$ cat config.mk
export PLATFORM = sky130hd
export DESIGN_NAME = cam_frame_capture_flat
export DESIGN_NICKNAME = d
export VERILOG_FILES = /design/src/rtl/cam_frame_capture_if.sv /design/src/rtl/cam_frame_capture.sv /design/src/flat_wrapper.sv
export SDC_FILE = /design/constraint.sdc
export NUM_CORES = 1
export LEC_CHECK = 0
export CAP_MARGIN = 20
export CORE_ASPECT_RATIO = 1.25
export CORE_MARGIN = 5
export CORE_UTILIZATION = 40
export DETAILED_ROUTE_END_ITERATION = 10
export PLACE_DENSITY = 0.63
export SLEW_MARGIN = 10
export SYNTH_ARGS = -nofsm -noshare
export SYNTH_HDL_FRONTEND = slang
export SYNTH_SLANG_ARGS = --single-unit
$ cat constraint.sdc
create_clock -name clk_i -period 2.5 [get_ports clk_i]
set_clock_uncertainty 0.05 [all_clocks]
set_input_delay 0.25 -clock clk_i [delete_from_list [all_inputs] [get_ports clk_i]]
set_output_delay 0.25 -clock clk_i [all_outputs]
set_load 0.005 [all_outputs]
$ cat src/rtl/cam_frame_capture_if.sv
// Camera pixel bus plus frame-RAM write port for cam_frame_capture.
// master = capture block (reads camera, drives RAM writes); slave = camera/RAM side.
interface cam_frame_capture_if #(
  parameter int ADDR_W = 19
);
  logic              cam_pclk_i;
  logic              cam_href_i;
  logic              cam_vsync_i;
  logic [7:0]        cam_data_i;
  logic              mem_we_o;
  logic [ADDR_W-1:0] mem_adr_o;
  logic [7:0]        mem_dat_o;

  modport master (
    input  cam_pclk_i, cam_href_i, cam_vsync_i, cam_data_i,
    output mem_we_o, mem_adr_o, mem_dat_o
  );

  modport slave (
    output cam_pclk_i, cam_href_i, cam_vsync_i, cam_data_i,
    input  mem_we_o, mem_adr_o, mem_dat_o
  );
endinterface

$ cat src/rtl/cam_frame_capture.sv
// OV7670-style RGB565 capture into an 8-bit frame buffer, sampled in the clk_i domain.
// Define CAM_GRAY_EN to store 8-bit luma instead of RGB332.
//
// state     | meaning
// S_IDLE    | waiting for start_i
// S_WAIT_VS | armed, waiting for vsync falling edge
// S_CAPTURE | storing pixels of the current frame
// S_DONE    | frame finished (done_o set), waiting for start_i
module cam_frame_capture #(
  parameter int H_PIXELS = 640,
  parameter int V_LINES  = 480,
  parameter int ADDR_W   = 19
) (
  input  logic                clk_i,
  input  logic                rst_ni,
  input  logic                start_i,
  cam_frame_capture_if.master bus,
  output logic                busy_o,
  output logic                done_o,
  output logic                err_o
);
  localparam int N_PIX = H_PIXELS * V_LINES;
  localparam int COL_W = $clog2(H_PIXELS + 1);
  localparam logic [ADDR_W-1:0] LAST_ADR = ADDR_W'(N_PIX - 1);
  localparam logic [COL_W-1:0]  COL_MAX  = COL_W'(H_PIXELS);

  typedef enum logic [1:0] {S_IDLE, S_WAIT_VS, S_CAPTURE, S_DONE} state_t;

  state_t state_q, state_nx;

  // Bit [1] is the synchronised level, bit [2] its previous value for edge detect.
  logic [2:0] pclk_sr, href_sr, vsync_sr;
  logic [7:0] data_s1, data_s2;

  always_ff @(posedge clk_i or negedge rst_ni) begin
    if (!rst_ni) begin
      pclk_sr  <= '0;
      href_sr  <= '0;
      vsync_sr <= '0;
      data_s1  <= '0;
      data_s2  <= '0;
    end else begin
      pclk_sr  <= {pclk_sr[1:0], bus.cam_pclk_i};
      href_sr  <= {href_sr[1:0], bus.cam_href_i};
      vsync_sr <= {vsync_sr[1:0], bus.cam_vsync_i};
      data_s1  <= bus.cam_data_i;
      data_s2  <= data_s1;
    end
  end

  logic sample_ev, href_s, href_fall, vs_fall, vs_rise;
  assign sample_ev = pclk_sr[1] & ~pclk_sr[2];
  assign href_s    = href_sr[1];
  assign href_fall = ~href_sr[1] & href_sr[2];
  assign vs_fall   = ~vsync_sr[1] & vsync_sr[2];
  assign vs_rise   = vsync_sr[1] & ~vsync_sr[2];

  logic [7:0] pix;
`ifdef CAM_GRAY_EN
  logic [7:0]  b1_q, b1_nx;
  logic [4:0]  r5, b5;
  logic [5:0]  g6;
  logic [7:0]  r8, g8, b8;
  logic [10:0] y_sum;
  assign b1_nx = data_s2;
  assign r5    = b1_q[7:3];
  assign g6    = {b1_q[2:0], data_s2[7:5]};
  assign b5    = data_s2[4:0];
  assign r8    = {r5, r5[4:2]};
  assign g8    = {g6, g6[5:4]};
  assign b8    = {b5, b5[4:2]};
  assign y_sum = (11'(r8) << 1) + 11'(g8) * 11'd5 + 11'(b8);
  assign pix   = y_sum[10:3];
`else
  // Only the bits that survive RGB332 packing are kept from the first byte.
  logic [5:0] b1_q, b1_nx;
  assign b1_nx = {data_s2[7:5], data_s2[2:0]};
  assign pix   = {b1_q, data_s2[4:3]};
`endif

  logic              phase_q;
  logic [COL_W-1:0]  col_q;
  logic [ADDR_W-1:0] addr_q;
  logic              we_q;
  logic [ADDR_W-1:0] adr_q;
  logic [7:0]        dat_q;
  logic              done_q, err_q;

  logic capture, last_wr, short_end, start_acc;
  assign capture   = (state_q == S_CAPTURE);
  assign last_wr   = capture & we_q & (adr_q == LAST_ADR);
  assign short_end = capture & ~last_wr & vs_rise;

  always_comb begin
    state_nx  = state_q;
    start_acc = 1'b0;
    case (state_q)
      S_IDLE: begin
        if (start_i) begin
          state_nx  = S_WAIT_VS;
          start_acc = 1'b1;
        end
      end
      S_WAIT_VS: begin
        if (vs_fall) state_nx = S_CAPTURE;
      end
      S_CAPTURE: begin
        if (last_wr || short_end) state_nx = S_DONE;
      end
      S_DONE: begin
        if (start_i) begin
          state_nx  = S_WAIT_VS;
          start_acc = 1'b1;
        end
      end
      default: state_nx = S_IDLE;
    endcase
  end

  always_ff @(posedge clk_i or negedge rst_ni) begin
    if (!rst_ni) state_q <= S_IDLE;
    else         state_q <= state_nx;
  end

  always_ff @(posedge clk_i or negedge rst_ni) begin
    if (!rst_ni) begin
      phase_q <= 1'b0;
      col_q   <= '0;
      addr_q  <= '0;
      b1_q    <= '0;
      we_q    <= 1'b0;
      adr_q   <= '0;
      dat_q   <= '0;
      done_q  <= 1'b0;
      err_q   <= 1'b0;
    end else begin
      we_q <= 1'b0;
      if (start_acc) begin
        addr_q <= '0;
        done_q <= 1'b0;
        err_q  <= 1'b0;
      end
      if (last_wr) done_q <= 1'b1;
      if (short_end) begin
        done_q <= 1'b1;
        err_q  <= 1'b1;
      end
      if (!capture) begin
        phase_q <= 1'b0;
        col_q   <= '0;
      end else if (href_fall) begin
        phase_q <= 1'b0;
        col_q   <= '0;
      end else if (sample_ev && href_s) begin
        if (!phase_q) begin
          b1_q    <= b1_nx;
          phase_q <= 1'b1;
        end else begin
          phase_q <= 1'b0;
          if (col_q < COL_MAX) begin
            col_q <= col_q + COL_W'(1);
            // A pixel completing on the frame-ending vsync edge is not stored.
            if (!vs_rise) begin
              we_q   <= 1'b1;
              adr_q  <= addr_q;
              dat_q  <= pix;
              addr_q <= addr_q + ADDR_W'(1);
            end
          end else begin
            err_q <= 1'b1;
          end
        end
      end
    end
  end

  assign bus.mem_we_o  = we_q;
  assign bus.mem_adr_o = adr_q;
  assign bus.mem_dat_o = dat_q;
  assign busy_o = (state_q == S_WAIT_VS) || (state_q == S_CAPTURE);
  assign done_o = done_q;
  assign err_o  = err_q;
endmodule
$ cat src/flat_wrapper.sv
// flat-port wrapper written by rule: the top's interface ports become plain ports
module cam_frame_capture_flat 
#(
  parameter int H_PIXELS = 640,
  parameter int V_LINES  = 480,
  parameter int ADDR_W   = 19
)
  (clk_i, rst_ni, start_i, busy_o, done_o, err_o, bus_cam_pclk_i, bus_cam_href_i, bus_cam_vsync_i, bus_cam_data_i, bus_mem_we_o, bus_mem_adr_o, bus_mem_dat_o);
  cam_frame_capture_if #(.ADDR_W(ADDR_W)) bus_i ();
  input  logic clk_i;
  input  logic rst_ni;
  input  logic start_i;
  output logic busy_o;
  output logic done_o;
  output logic err_o;
  input wire logic [$bits(bus_i.cam_pclk_i)-1:0] bus_cam_pclk_i;
  input wire logic [$bits(bus_i.cam_href_i)-1:0] bus_cam_href_i;
  input wire logic [$bits(bus_i.cam_vsync_i)-1:0] bus_cam_vsync_i;
  input wire logic [$bits(bus_i.cam_data_i)-1:0] bus_cam_data_i;
  output wire logic [$bits(bus_i.mem_we_o)-1:0] bus_mem_we_o;
  output wire logic [$bits(bus_i.mem_adr_o)-1:0] bus_mem_adr_o;
  output wire logic [$bits(bus_i.mem_dat_o)-1:0] bus_mem_dat_o;
  assign bus_i.cam_pclk_i = bus_cam_pclk_i;
  assign bus_i.cam_href_i = bus_cam_href_i;
  assign bus_i.cam_vsync_i = bus_cam_vsync_i;
  assign bus_i.cam_data_i = bus_cam_data_i;
  assign bus_mem_we_o = bus_i.mem_we_o;
  assign bus_mem_adr_o = bus_i.mem_adr_o;
  assign bus_mem_dat_o = bus_i.mem_dat_o;
  cam_frame_capture #(.H_PIXELS(H_PIXELS), .V_LINES(V_LINES), .ADDR_W(ADDR_W)) u_core (.clk_i(clk_i), .rst_ni(rst_ni), .start_i(start_i), .bus(bus_i), .busy_o(busy_o), .done_o(done_o), .err_o(err_o));
endmodule
## Word-level counts from Yosys, hierarchy flattened

Cells that the tools add are included.

| operators by class | value |
|---|---|
| bitwise gates (word level) | 16 |
| $add $sub $neg | 2 |
| $lt $le $gt $ge | 1 |
| equality and inequality tests | 10 |
| reduce and logical (&&, ||, !) cells | 10 |
| muxes and demuxes | 38 |

Operators with widths:

| cell | count |
|---|---|
| 19-bit 2-to-1 mux | 7 |
| 10-bit 2-to-1 mux | 5 |
| 1-bit 2-to-1 mux | 22 |
| 19-bit by 1-bit adder with 19-bit output, second input constant | 1 |
| 19-bit equality test, second input constant | 1 |
| 10-bit by 1-bit adder with 10-bit output, second input constant | 1 |
| 10-bit < comparator, second input constant | 1 |
| 1-bit bitwise AND | 8 |
| 1-bit NOT | 8 |
| 2-bit 2-to-1 mux | 3 |
| 3-bit by 2-bit != test with 1-bit output, second input constant | 2 |
| 2-bit one-hot mux with 3 select lines | 1 |
| 3-bit AND reduction | 2 |
| 6-bit AND reduction | 1 |
| 2-bit equality test, second input constant | 2 |
| 2-bit by 1-bit != test with 1-bit output, second input constant | 2 |
| 4-bit AND reduction | 1 |
| 3-bit by 1-bit != test with 1-bit output, second input constant | 1 |
| 3-bit nonzero test | 1 |
| 2-bit by 1-bit equality test with 1-bit output, second input constant | 1 |
| 2-bit logical NOT | 1 |
| 1-bit logical OR | 2 |
| 2-bit != test, second input constant | 1 |
| 2-bit OR reduction | 1 |
| 1-bit logical AND | 1 |

| storage, ports and cells | value |
|---|---|
| word-level logic and storage cells | 92 |
| register bits | 93 |

## Logic depth before layout (Yosys ltp)

Gate-level depths: netlist (run 1).

| logic depth | value |
|---|---|
| depth after elaboration | 12 |
| depth in mapped cells | 9 |
| gate-level depth less buffers | 8 |

## Least setup slack after synthesis (run 1)

OpenSTA, ideal clock, no wires.

| timing | value |
|---|---|
| kind | register to register |
| start | register u_core.state_q[0] |
| end | register u_core.addr_q[9] |
| slack | 0.657 ns |
| stages on the path, launching flop included | 10 |
| clock period less this slack | 1.843 ns |
| data arrival time | 1.664 ns |
| path buffers | 1 |
| data required time | 2.321 ns |
| path through | dfrtp_1 -> inv_1 -> ha_1 -> and4b_2 -> nand4_4 -> inv_2 -> a21oi_1 -> buf_2 -> o21ai_0 -> o21ai_0 |

| between the ends | value |
|---|---|
| longest elaborated chain between the ends | 10 |
| elaborated cells between the ends (all ways) | 12 |
| those cells by class | eq/ne: 2; mux: 8; reduce/logical: 2 |

Ends and longest elaborated chain:

| item | RTL line | source |
|---|---|---|
| from (decl) | cam_frame_capture.sv:29 | `state_t state_q, state_nx;` |
| from (signal assigned) | cam_frame_capture.sv:122 | `else state_q <= state_nx;` |
| 2-bit equality test / 2-bit logical NOT (equally long branches) | cam_frame_capture.sv:97 | `case (state_q)` |
| 2-bit OR reduction (no line) | - |  |
| 1-bit 2-to-1 mux | - |  |
| 19-bit 2-to-1 mux | cam_frame_capture.sv:138 | `if (start_acc) begin` |
| 19-bit 2-to-1 mux | cam_frame_capture.sv:163 | `if (!vs_rise) begin` |
| 19-bit 2-to-1 mux | cam_frame_capture.sv:160 | `if (col_q < COL_MAX) begin` |
| 19-bit 2-to-1 mux | cam_frame_capture.sv:155 | `if (!phase_q) begin` |
| 19-bit 2-to-1 mux | cam_frame_capture.sv:154 | `end else if (sample_ev && href_s) begin` |
| 19-bit 2-to-1 mux | cam_frame_capture.sv:151 | `end else if (href_fall) begin` |
| 19-bit 2-to-1 mux * | cam_frame_capture.sv:148 | `if (!capture) begin` |
| to (signal assigned) | cam_frame_capture.sv:167 | `addr_q <= addr_q + ADDR_W'(1);` |
| to (decl) | cam_frame_capture.sv:83 | `logic [ADDR_W-1:0] addr_q;` |

Mark *: on every way between the ends. The rest lies on a longest branch, timed or not.
A chain may end at the register's enable or synchronous reset.

## Final worst setup path (run 1)

| timing | value |
|---|---|
| start | register u_core.state_q[0] |
| end | register u_core.b1_q[5] |

| between the ends | value |
|---|---|
| longest elaborated chain between the ends | 2 |

Ends and longest elaborated chain:

| item | RTL line | source |
|---|---|---|
| 2-bit equality test | cam_frame_capture.sv:90 | `assign capture = (state_q == S_CAPTURE);` |
| 4-bit AND reduction (no line) | - |  |
| to (signal assigned) | cam_frame_capture.sv:156 | `b1_q <= b1_nx;` |
| to (decl) | cam_frame_capture.sv:76 | `logic [5:0] b1_q, b1_nx;` |

No other way between the ends.

==> results of run 1 <==
-- flip-flops by register name (all words and copies together) (netlist names) --
register,flops
u_core.done_o,1
u_core.data_s1,8
u_core.state_q,2
u_core.data_s2,8
u_core.bus.mem_we_o,1
u_core.phase_q,1
u_core.pclk_sr,3
u_core.addr_q,19
u_core.col_q,10
u_core.err_o,1
u_core.b1_q,6
u_core.bus.mem_dat_o,8
u_core.vsync_sr,3
u_core.bus.mem_adr_o,19
u_core.href_sr,3
-- how the worst min path moves through the flow --
stage	start	end	slack [ps]	depth (start not counted)
after detailed placement	rst_ni	u_core.col_q[4]	260	1
final	u_core.data_s1[3]	u_core.data_s2[3]	300	0
after global placement	rst_ni	u_core.col_q[4]	250	1
after CTS	bus_cam_href_i	u_core.href_sr[0]	290	1
after floorplan	rst_ni	u_core.addr_q[0]	-100	0
after global routing	bus_cam_pclk_i	u_core.pclk_sr[0]	290	1
-- area by class of cell --
type | count | area, um^2
clock inverters | 4 | 77.6
well taps | 126 | 158
inverters | 9 | 33.8
flip-flops and latches | 93 | 2330
multi-input cells | 256 | 1410
fillers | 894 | 4760
repair buffers | 49 | 490
clock buffers | 12 | 256
-- synth_stat cells, types with 2 or more instances --
cell type / number
sky130_fd_sc_hd__inv_1: 8
sky130_fd_sc_hd__a21oi_1: 4
sky130_fd_sc_hd__a31oi_1: 6
sky130_fd_sc_hd__clkbuf_1: 4
sky130_fd_sc_hd__mux2_2: 6
sky130_fd_sc_hd__nor2_1: 20
sky130_fd_sc_hd__o21ai_1: 11
sky130_fd_sc_hd__or3_1: 3
sky130_fd_sc_hd__xnor2_1: 2
sky130_fd_sc_hd__and3_1: 5
sky130_fd_sc_hd__nand3_1: 20
sky130_fd_sc_hd__buf_2: 6
sky130_fd_sc_hd__and4b_1: 2
sky130_fd_sc_hd__o21ai_0: 21
sky130_fd_sc_hd__buf_4: 3
sky130_fd_sc_hd__dfrtp_1: 93
sky130_fd_sc_hd__xor2_1: 5
sky130_fd_sc_hd__ha_1: 5
sky130_fd_sc_hd__nand4_1: 12
sky130_fd_sc_hd__o211ai_1: 4
sky130_fd_sc_hd__nor2b_1: 2
sky130_fd_sc_hd__and4_1: 2
sky130_fd_sc_hd__a21boi_0: 2
sky130_fd_sc_hd__nand2_1: 102
-- metal layers --
layer	vias to the layer above	global-route usage (%)	wire, um
li1	1369	-	-
met1	1375	18.3	3530
met4	0	7.10	221
met3	11	2.97	212
met5	-	0	0
met2	42	23.5	3990
-- metrics by stage --
stage                     cell area [um^2]  hold WS (ps)  cells  setup WS [ps]
after floorplan                       3840         -95.6    373            657
after global placement                4400           250    532            271
after detailed placement              4400           256    532            192
after CTS                             4740           292    549            169
after global routing                  4750           292    549           69.1
final                                 4750           297    549            232
-- worst reg2reg max path, stage by stage (launching register included) --
cell	delay, ps
sky130_fd_sc_hd__dfrtp_1	400
sky130_fd_sc_hd__inv_1	80
sky130_fd_sc_hd__ha_1	270
sky130_fd_sc_hd__and4b_2	340
sky130_fd_sc_hd__nor2b_1	590
sky130_fd_sc_hd__mux2_2	420
-- repair_timing --
| item | 4_1_cts | 5_1_grt |
|---|---|---|
| setup endpoints to repair | 0 | 10 |
| hold endpoints to repair | 45 | 0 |
| gates resized for setup | 0 | 1 |
| hold buffers | 1 | 0 |
| setup buffers | 0 | 0 |
-- where the power goes --
group	total [mW]	internal, mW	leakage (nW)	switching, mW
registers	1.72	1.63	1.22	0.0916
logic	0.532	0.264	0.812	0.268
clock network	1.49	0.938	0.164	0.553
-- logic make-up (layout without fill, tap and decap cells) --
kind of cell,after synthesis,after routing,synth area share [%]
AND/OR/NAND/NOR,179,179,22.2
XOR/XNOR,7,7,1.60
AO/OA/AOI/OAI,58,58,9.06
flip-flops,93,93,60.6
adder cells (fa/ha/maj),5,5,1.63
buffers and inverters,24,74,2.87
multiplexers,7,7,2.02
==> load_flow_metrics.sql, run 1 <==
INSERT INTO impl_metrics (metric_group, metric, value, unit) VALUES
('status', 'status', 'finished, final reports clean', ''),
('critical_path', 'slowest_delay', '590', 'ps'),
('synth', 'mappedNetlistNets', '392', ''),
('run', 'maxCapViolCount', '0', ''),
('clock_tree', 'cts.sinks', '93', ''),
('power_and_ir_drop', 'p_total', '3.75', 'mW'),
('finish', 'flow.area_growth_from_synthesis', '23.7', '%'),
('clock_tree', 'cts.reportedPaths.clkPinSlew', '60', 'ps'),
('clock_tree', 'tritoncts', 'done', ''),
('floorplan', 'die_width', '97.6', 'um'),
('clock_tree', 'max-clock-path-buffers', '2', ''),
('floorplan', 'ios', '45', ''),
('clock_tree', 'cts_max_level', '3', ''),
('drt', 'vias', '2797', ''),
('critical_path', 'cpLargestDelayFamily', 'simple AND/OR/NAND/NOR gates', ''),
('floorplan', 'core-area', '9510', 'um^2'),
('drt', 'ant_nets', '0', ''),
('sta', 'finalMaxSlewViolations', '0', ''),
('synth', 'async_set_reset_flop_share_out_of_synthesis', '100', '%'),
('global_routing', 'grt_first_pass_wirelength', '13700', 'um'),
('synth', 'share_of_the_yosys_chip_area_belonging_to_registers', '60.6', '%'),
('drt', 'detailedRoute.firstPassIterationCount', '4', ''),
('synth', 'synth_top_flop_cell', 'sky130_fd_sc_hd__dfrtp_1', ''),
('critical_path', 'cp.arrival', '2440', 'ps'),
('placement', 'globalplace.congestion', '0.821', ''),
('synth', 'synthDominantCellAreaShare', '60.6', '%'),
('sta', 'hold_violations', '0', ''),
('placement', 'io_buf_count', '44', ''),
('critical_path', 'timing.setup.critical_path_class', 'flop to flop', ''),
('placement', 'detailedPlacementHpwl', '5460', 'um'),
('floorplan', 'vert_die_dim', '120', 'um'),
('sta', 'setup_total_negative_slack', '0', 'ps'),
('global_routing', 'grt_start_max_net_pins', '48', ''),
('finish', 'num-nets-final', '437', ''),
('finish', 'share_of_cells_above_drive_strength_1', '8.75', '%'),
('sta', 'rsz0062_at_grt', 'no', ''),
('critical_path', 'worst-r2r-setup-slack', '230', 'ps'),
('global_routing', 'vias_in_the_first_global_route', '2795', ''),
('sta', 'max_clock_freq', '0.441', 'GHz'),
('finish', 'mostFrequentLayoutCells', 'sky130_fd_sc_hd__nand2_1 (102), sky130_fd_sc_hd__dfrtp_1 (93), sky130_fd_sc_hd__clkdlybuf4s50_1 (43)', ''),
('floorplan', 'initial_utilization', '40.4', '%'),
('drt', 'drt_iter0_drc', '143', ''),
('sta', 'fin_crit', '2270', 'ps'),
('synth', 'post_synth_num_cell_types', '49', ''),
('critical_path', 'critical_path_required', '2670', 'ps'),
('finish', 'finalCoreUtilization', '49.9', '%'),
('critical_path', 'critical_path.reg2reg.endpoint', 'u_core.b1_q[5]', ''),
('drt', 'route.final.wire_length', '7950', 'um'),
('critical_path', 'critical_path_buf_inv_count', '1', ''),
('floorplan', 'rows', '40', ''),
('min_path', 'hp-class', 'flop to flop', ''),
('sta', 'final_min_period_over_clock_period', '90.7', '%'),
('critical_path', 'critical_path.max_fanout', '7', ''),
('synth', 'synth.avg_cell_area', '10.3', 'um^2'),
('power_and_ir_drop', 'power.density_cell_area', '789', 'nW/um^2'),
('clock_tree', 'cts-root-buf', 'sky130_fd_sc_hd__clkbuf_16', ''),
('critical_path', 'path_cells', 'inv_1 -> ha_1 -> and4b_2 -> nor2b_1 -> mux2_2', ''),
('floorplan', 'die_area', '11700', 'um^2'),
('sta', 'tightestPinTransition', '694', 'ps'),
('global_routing', 'grt_overall_usage', '14.4', '%'),
('critical_path', 'critical_path_cell_count', '5', ''),
('synth', 'netlist_instances', '373', ''),
('synth', 'synth.cell_area', '3840', 'um^2'),
('synth', 'synth_top_cells_by_area', 'sky130_fd_sc_hd__dfrtp_1 (61%), sky130_fd_sc_hd__nand2_1 (10%), sky130_fd_sc_hd__o21ai_0 (2.7%), sky130_fd_sc_hd__nand3_1 (2.6%), sky130_fd_sc_hd__nand4_1 (2.0%)', ''),
('drt', 'wire_per_inst', '14.5', 'um'),
('critical_path', 'rr_startpoint', 'u_core.state_q[0]', ''),
('global_routing', 'grt_antenna_before_repair', '0', ''),
('critical_path', 'critical_path.slowest_cell', 'sky130_fd_sc_hd__nor2b_1', ''),
('synth', 'synth-warning-count', '0', ''),
('synth', 'postSynthRegisterBits', '93', ''),
('power_and_ir_drop', 'power.static_leakage', '2.19', 'nW');
(Power assumes the default switching activity.)
==> run 2, diff against run 1 <==
--- a/config.mk
+++ b/config.mk
@@ -6,9 +6,10 @@
 export NUM_CORES = 1
 export LEC_CHECK = 0
 export CAP_MARGIN = 20
-export CORE_ASPECT_RATIO = 1.25
+export CORE_ASPECT_RATIO = 1.2
 export CORE_MARGIN = 5
 export CORE_UTILIZATION = 40
+export CTS_CLUSTER_DIAMETER = 80
 export DETAILED_ROUTE_END_ITERATION = 10
 export PLACE_DENSITY = 0.63
 export SLEW_MARGIN = 10
==> run 2 against run 1 <==
Net effect:
- non-clock buffer count is the same
- hold slack is essentially flat
- core utilization shrank 0.13 points
- clock power shrank 9%
- register-to-register slack gained 20 ps
- setup slack gained 17 ps
- die area is essentially flat
- largest cell class unchanged
==> load_flow_metrics.sql, run 2 (synthesized netlist as in run 1, its figures left out) <==
INSERT INTO impl_metrics (metric_group, metric, value, unit) VALUES
('placement', 'dpl_worst_slack', '187', 'ps'),
('global_routing', 'grt_start_max_net_pins', '44', ''),
('drt', 'drt_iter0_drc', '224', ''),
('power_and_ir_drop', 'vdd_ir_drop_max', '0.452', 'mV'),
('global_routing', 'grt_antenna_before_repair', '0', ''),
('global_routing', 'grt-ovfl-total', '0', ''),
('power_and_ir_drop', 'p_sw', '0.916', 'mW'),
('drt', 'detailedRoute.firstPassIterationCount', '4', ''),
('power_and_ir_drop', 'power_switching_share', '25.2', '%'),
('power_and_ir_drop', 'combinationalPowerShare', '14.8', '%'),
('status', 'status', 'finished, final reports clean', ''),
('floorplan', 'ios', '45', ''),
('sta', 'fin_crit', '2250', 'ps'),
('critical_path', 'rr_startpoint', 'u_core.state_q[0]', ''),
('sta', 'rsz0062_at_grt', 'no', ''),
('critical_path', 'critical_path.max_fanout', '7', ''),
('clock_tree', 'cts_post_setup_buffers_inserted', '0', ''),
('finish', 'multi_input_area', '1410', 'um^2'),
('critical_path', 'critical_path_required', '2670', 'ps'),
('critical_path', 'timing.critical_path.to_type', 'flop', ''),
('critical_path', 'timing.setup.critical_path_class', 'flop to flop', ''),
('sta', 'hold_violations', '0', ''),
('critical_path', 'path_cells', 'inv_1 -> ha_1 -> and4b_2 -> nor2b_1 -> mux2_2', ''),
('floorplan', 'vert_die_dim', '117', 'um'),
('sta', 'finalMaxSlewViolations', '0', ''),
('clock_tree', 'max-clock-path-buffers', '2', ''),
('min_path', 'hp-start', 'bus_cam_data_i[3]', ''),
('finish', 'mostFrequentLayoutCells', 'sky130_fd_sc_hd__nand2_1 (102), sky130_fd_sc_hd__dfrtp_1 (93), sky130_fd_sc_hd__clkdlybuf4s50_1 (43)', ''),
('critical_path', 'critical_path.startpoint', 'u_core.state_q[0]', ''),
('critical_path', 'critical_path.slowest_cell', 'sky130_fd_sc_hd__nor2b_1', ''),
('finish', 'antenna-diode-count', '0', ''),
('clock_tree', 'cts_max_level', '3', ''),
('clock_tree', 'cts-root-buf', 'sky130_fd_sc_hd__clkbuf_16', ''),
('drt', 'route.final.wire_length', '8100', 'um'),
('floorplan', 'initial_utilization', '40.5', '%'),
('drt', 'wire_per_inst', '14.9', 'um'),
('finish', 'register_area', '2330', 'um^2'),
('power_and_ir_drop', 'clock_power_share', '37.6', '%'),
('placement', 'detailedPlacementHpwl', '5580', 'um'),
('clock_tree', 'tritoncts', 'done', ''),
('placement', 'io_buf_count', '44', ''),
('floorplan', 'die_area', '11700', 'um^2'),
('run', 'maxCapViolCount', '0', ''),
('finish', 'n_fill_cell', '892', ''),
('placement', 'placed_cells', '529', ''),
('global_routing', 'grt_first_pass_wirelength', '13700', 'um'),
('floorplan', 'die_width', '99.4', 'um'),
('drt', 'vias', '2846', ''),
('critical_path', 'cp.arrival', '2420', 'ps'),
('sta', 'max_clock_freq', '0.444', 'GHz'),
('finish', 'layoutNonFillerInstCount', '545', ''),
('finish', 'share_of_cells_above_drive_strength_1', '8.77', '%'),
('placement', 'globalplace.congestion', '0.863', ''),
('power_and_ir_drop', 'power.density_cell_area', '770', 'nW/um^2'),
('finish', 'flow.area_growth_from_synthesis', '22.8', '%'),
('power_and_ir_drop', 'sequentialPowerShare', '47.6', '%'),
('drt', 'ant_nets', '0', ''),
('placement', 'placedInstanceArea', '4400', 'um^2'),
('global_routing', 'grt_overall_usage', '14.6', '%'),
('min_path', 'hp-class', 'input port to flop', ''),
('clock_tree', 'clock_latency', '340', 'ps'),
('critical_path', 'crit_start_category', 'flop', ''),
('sta', 'final_min_period_over_clock_period', '90.1', '%'),
('drt', 'route.detailed.vias_per_inst', '5.22', ''),
('sta', 'setup_total_negative_slack', '0', 'ps'),
('floorplan', 'core-area', '9470', 'um^2'),
('floorplan', 'rows', '39', ''),
('finish', 'most_common_library_cell_in_the_layout_ignoring_fill_and_taps', 'sky130_fd_sc_hd__nand2_1', ''),
('power_and_ir_drop', 'power.static_leakage', '2.18', 'nW'),
('sta', 'tightestPinTransition', '741', 'ps'),
('sta', 'max-slew-margin-rel', '50.2', '%'),
('global_routing', 'vias_in_the_first_global_route', '2861', ''),
('drt', 'post-route-drc-count', '0', ''),
('sta', 'timing.final.setup_violations', '0', ''),
('clock_tree', 'numCtsBuffers', '9', ''),
('clock_tree', 'cts.sinks', '93', ''),
('finish', 'finalCoreUtilization', '49.8', '%'),
('sta', 'finalWorstSetupSlack', '248', 'ps'),
('finish', 'num-nets-final', '437', ''),
('critical_path', 'slowest_delay', '560', 'ps'),
('finish', 'fin_area', '4710', 'um^2'),
('clock_tree', 'cts.reportedPaths.clkPinSlew', '60', 'ps'),
('power_and_ir_drop', 'power.internal', '2.72', 'mW');
==> run 2: cell type report <==
type | count | share of cell area [%]
well taps | 123 | 3.26
multi-input cells | 256 | 29.8
repair buffers | 49 | 10.5
clock buffers | 11 | 5.36
flip-flops and latches | 93 | 49.4
inverters | 9 | 0.717
clock inverters | 4 | 1.01
==> run 2: worst max-delay path, delay by kind of cell, from the launching register on <==
kind	cells	cell delay, ps
flip-flops	1	400
adder cells (fa/ha/maj)	1	300
buffers and inverters	1	80
AND/OR/NAND/NOR	2	900
multiplexers	1	410
==> run 2: final timing paths <==
kind,slack (ps),to,cells after the start
min reg2reg,300,u_core.data_s2[0],0
max in group asynchronous,1410,u_core.href_sr[0],3
min in group asynchronous,360,u_core.col_q[4],2
max reg2reg,250,u_core.b1_q[3],5
min,300,u_core.data_s1[3],1
max,250,u_core.b1_q[3],5
==> run 2: through the flow <==
step                power (mW)  hold slack (ps)
floorplan                 2.06            -95.6
global route              3.80              290
global placement          2.27              193
detailed placement        2.29              192
CTS                       3.66              292
finish                    3.63              298
==> run 2: power by group through the flow <==
stage	logic, mW	registers (mW)	clock network (mW)
after floorplan	0.348	1.72	0
after global placement	0.524	1.75	0
after detailed placement	0.538	1.76	0
after CTS	0.541	1.73	1.39
after global routing	0.610	1.74	1.45
final	0.537	1.73	1.36
==> run 2: repair_timing <==
item / 4_1_cts / 5_1_grt
hold endpoints to repair: 33 / 0
setup endpoints to repair: 0 / 6
hold buffers: 1 / 0
resized for setup: 0 / 2
==> run 2: metal layers <==
layer | routed length, um | global-route usage (%) | vias to the layer above
met2 | 4050 | 23.9 | 61
met3 | 323 | 3.38 | 11
met5 | 0 | 0 | -
met4 | 148 | 6.32 | 0
met1 | 3580 | 18.5 | 1403
li1 | - | - | 1371
==> run 3, diff against run 2 <==
--- a/config.mk
+++ b/config.mk
@@ -11,8 +11,7 @@
 export CORE_UTILIZATION = 40
 export CTS_CLUSTER_DIAMETER = 80
 export DETAILED_ROUTE_END_ITERATION = 10
-export PLACE_DENSITY = 0.63
-export SLEW_MARGIN = 10
+export PLACE_DENSITY_LB_ADDON = 0.1
 export SYNTH_ARGS = -nofsm -noshare
 export SYNTH_HDL_FRONTEND = slang
 export SYNTH_SLANG_ARGS = --single-unit
==> run 3 against run 2 <==
Net effect:
- register-to-register slack improved by 70 ps
- via count fell by 0.18%
- largest cell class unchanged
- global-route usage grew 0.59 points
- sequential power about the same
- hold slack worse by 4.7 ps
- fmax up 3.1%
- critical path type unchanged
- clock power rose by 7%
==> load_flow_metrics.sql, run 3 (synthesized netlist as in run 1, its figures left out) <==
INSERT INTO impl_metrics (metric_group, metric, value, unit) VALUES
('drt', 'wire_per_inst', '14.8', 'um'),
('power_and_ir_drop', 'power.static_leakage', '2.19', 'nW'),
('sta', 'finalMaxSlewViolations', '0', ''),
('sta', 'rsz0062_at_grt', 'no', ''),
('clock_tree', 'cts-root-buf', 'sky130_fd_sc_hd__clkbuf_16', ''),
('clock_tree', 'tritoncts', 'done', ''),
('clock_tree', 'cts.reportedPaths.clkPinSlew', '60', 'ps'),
('clock_tree', 'numCtsBuffers', '9', ''),
('global_routing', 'grt_start_max_net_pins', '69', ''),
('power_and_ir_drop', 'power.internal', '2.78', 'mW'),
('drt', 'ant_nets', '0', ''),
('power_and_ir_drop', 'power.density_cell_area', '784', 'nW/um^2'),
('critical_path', 'timing.critical_path.to_type', 'flop', ''),
('global_routing', 'grt_overall_usage', '15.2', '%'),
('power_and_ir_drop', 'combinationalPowerShare', '14.5', '%'),
('sta', 'final_min_period_over_clock_period', '87.4', '%'),
('power_and_ir_drop', 'power_switching_share', '25.5', '%'),
('sta', 'max_clock_freq', '0.458', 'GHz'),
('drt', 'drt_iter0_drc', '121', ''),
('drt', 'top_layer_used', 'met4', ''),
('finish', 'finalCoreUtilization', '50.2', '%'),
('placement', 'placedInstanceArea', '4410', 'um^2'),
('clock_tree', 'clock_latency', '340', 'ps'),
('finish', 'most_common_library_cell_in_the_layout_ignoring_fill_and_taps', 'sky130_fd_sc_hd__nand2_1', ''),
('floorplan', 'die_area', '11700', 'um^2'),
('critical_path', 'cp.arrival', '2370', 'ps'),
('drt', 'detailedRoute.firstPassIterationCount', '4', ''),
('sta', 'fin_crit', '2180', 'ps'),
('sta', 'max-slew-margin-rel', '44.6', '%'),
('finish', 'antenna-diode-count', '0', ''),
('placement', 'placed_cells', '531', ''),
('critical_path', 'worst-r2r-setup-slack', '320', 'ps'),
('floorplan', 'ios', '45', ''),
('power_and_ir_drop', 'sequentialPowerShare', '46.4', '%'),
('finish', 'share_of_cells_above_drive_strength_1', '9.41', '%'),
('critical_path', 'critical_path_buf_inv_count', '2', ''),
('global_routing', 'grt_first_pass_wirelength', '14200', 'um'),
('critical_path', 'timing.setup.critical_path_class', 'flop to flop', ''),
('critical_path', 'crit_start_category', 'flop', ''),
('drt', 'route.final.wire_length', '8100', 'um'),
('finish', 'num-nets-final', '439', ''),
('floorplan', 'vert_die_dim', '117', 'um'),
('power_and_ir_drop', 'clock_power_share', '39.1', '%'),
('sta', 'tightestPinTransition', '831', 'ps'),
('drt', 'route.met3.wl', '242', 'um'),
('global_routing', 'grt-ovfl-total', '0', ''),
('placement', 'globalplace.congestion', '0.780', ''),
('finish', 'layoutNonFillerInstCount', '548', ''),
('floorplan', 'core-area', '9470', 'um^2'),
('drt', 'route.detailed.vias_per_inst', '5.18', ''),
('drt', 'post-route-drc-count', '0', ''),
('drt', 'routedLengthMet1', '3710', 'um'),
('sta', 'setup_total_negative_slack', '0', 'ps'),
('global_routing', 'grt_antenna_before_repair', '0', ''),
('clock_tree', 'cts.sinks', '93', ''),
('critical_path', 'critical_path_required', '2680', 'ps'),
('placement', 'detailedPlacementHpwl', '5460', 'um'),
('finish', 'mostFrequentLayoutCells', 'sky130_fd_sc_hd__nand2_1 (102), sky130_fd_sc_hd__dfrtp_1 (93), sky130_fd_sc_hd__clkdlybuf4s50_1 (43)', ''),
('finish', 'flow.area_growth_from_synthesis', '23.7', '%'),
('global_routing', 'vias_in_the_first_global_route', '2872', ''),
('min_path', 'hp-class', 'input port to flop', ''),
('critical_path', 'path_cells', 'inv_1 -> ha_1 -> and4b_2 -> nand4_4 -> buf_4 -> nand3_1 -> o21ai_0 -> o21ba_2', ''),
('placement', 'io_buf_count', '44', ''),
('floorplan', 'die_width', '99.4', 'um'),
('sta', 'finalHoldWorstSlack', '293', 'ps'),
('status', 'status', 'finished, final reports clean', ''),
('sta', 'timing.final.setup_violations', '0', ''),
('drt', 'vias', '2841', ''),
('floorplan', 'initial_utilization', '40.5', '%'),
('critical_path', 'slowest_delay', '390', 'ps'),
('sta', 'hold_violations', '0', ''),
('finish', 'fin_area', '4750', 'um^2'),
('drt', 'wl_met2', '3970', 'um'),
('critical_path', 'cpLargestDelayFamily', 'simple AND/OR/NAND/NOR gates', ''),
('clock_tree', 'max-clock-path-buffers', '2', ''),
('run', 'maxCapViolCount', '0', ''),
('floorplan', 'rows', '39', ''),
('critical_path', 'critical_path.slowest_cell', 'sky130_fd_sc_hd__buf_4', ''),
('power_and_ir_drop', 'vdd_ir_drop_max', '0.563', 'mV'),
('clock_tree', 'cts_max_level', '3', ''),
('power_and_ir_drop', 'p_sw', '0.948', 'mW'),
('critical_path', 'critical_path.max_fanout', '44', ''),
('finish', 'n_fill_cell', '893', '');
==> run 3: worst reg2reg max path: stages (launching register included) <==
cell                      delay (ps)
sky130_fd_sc_hd__dfrtp_1         380
sky130_fd_sc_hd__inv_1            70
sky130_fd_sc_hd__ha_1            280
sky130_fd_sc_hd__and4b_2         320
sky130_fd_sc_hd__nand4_4         100
sky130_fd_sc_hd__buf_4           390
sky130_fd_sc_hd__nand3_1         210
sky130_fd_sc_hd__o21ai_0         110
sky130_fd_sc_hd__o21ba_2         170
==> run 3: final timing paths <==
path / start / endpoint / depth (start not counted)
setup / recovery: u_core.state_q[0] / u_core.addr_q[16] / 8
hold / removal: bus_cam_data_i[0] / u_core.data_s1[0] / 1
setup reg to reg: u_core.state_q[0] / u_core.addr_q[16] / 8
hold reg to reg: u_core.data_s1[6] / u_core.data_s2[6] / 0
max in group asynchronous: rst_ni / u_core.bus.mem_adr_o[1] / 3
min in group asynchronous: rst_ni / u_core.col_q[5] / 2
==> run 3: routing by layer <==
metal | track usage (%) | vias up
met4 | 7.43 | 0
met3 | 3.09 | 14
met5 | 0 | -
met2 | 24.0 | 40
met1 | 19.9 | 1419
li1 | - | 1368
==> run 3: what timing repair did <==
item                                   4_1_cts  5_1_grt
endpoints found under the hold margin        2        0
gates resized for setup                      0        1
hold buffers                                 1        0
setup endpoints to repair                    0       11
setup buffers                                0        0
==> run 3: per-stage QoR <==
step | power, mW | worst slack [ps]
CTS | 3.77 | 119
global route | 3.91 | 131
global placement | 2.28 | 208
detailed placement | 2.29 | 149
finish | 3.72 | 315
floorplan | 2.06 | 657
==> run 3: power groups by stage <==
stage          Sequential [mW]  Combinational, mW  Clock (mW)
2_1_floorplan             1.72              0.348           0
3_3_place_gp              1.75              0.530           0
3_5_place_dp              1.75              0.540           0
4_1_cts                   1.73              0.543        1.50
5_1_grt                   1.75              0.607        1.55
6_report                  1.73              0.540        1.46
==> run 3: layout make-up <==
| cell class | count | area [um^2] | area share (%) |
|---|---|---|---|
| Sequential cell | 93 | 2330 | 49.0 |
| Multi-Input combinational cell | 256 | 1410 | 29.6 |
| Timing Repair Buffer | 51 | 505 | 10.6 |
| Clock buffer | 9 | 225 | 4.74 |
| Tap cell | 123 | 154 | 3.24 |
| Clock inverter | 7 | 98.8 | 2.08 |
| Inverter | 9 | 33.8 | 0.711 |
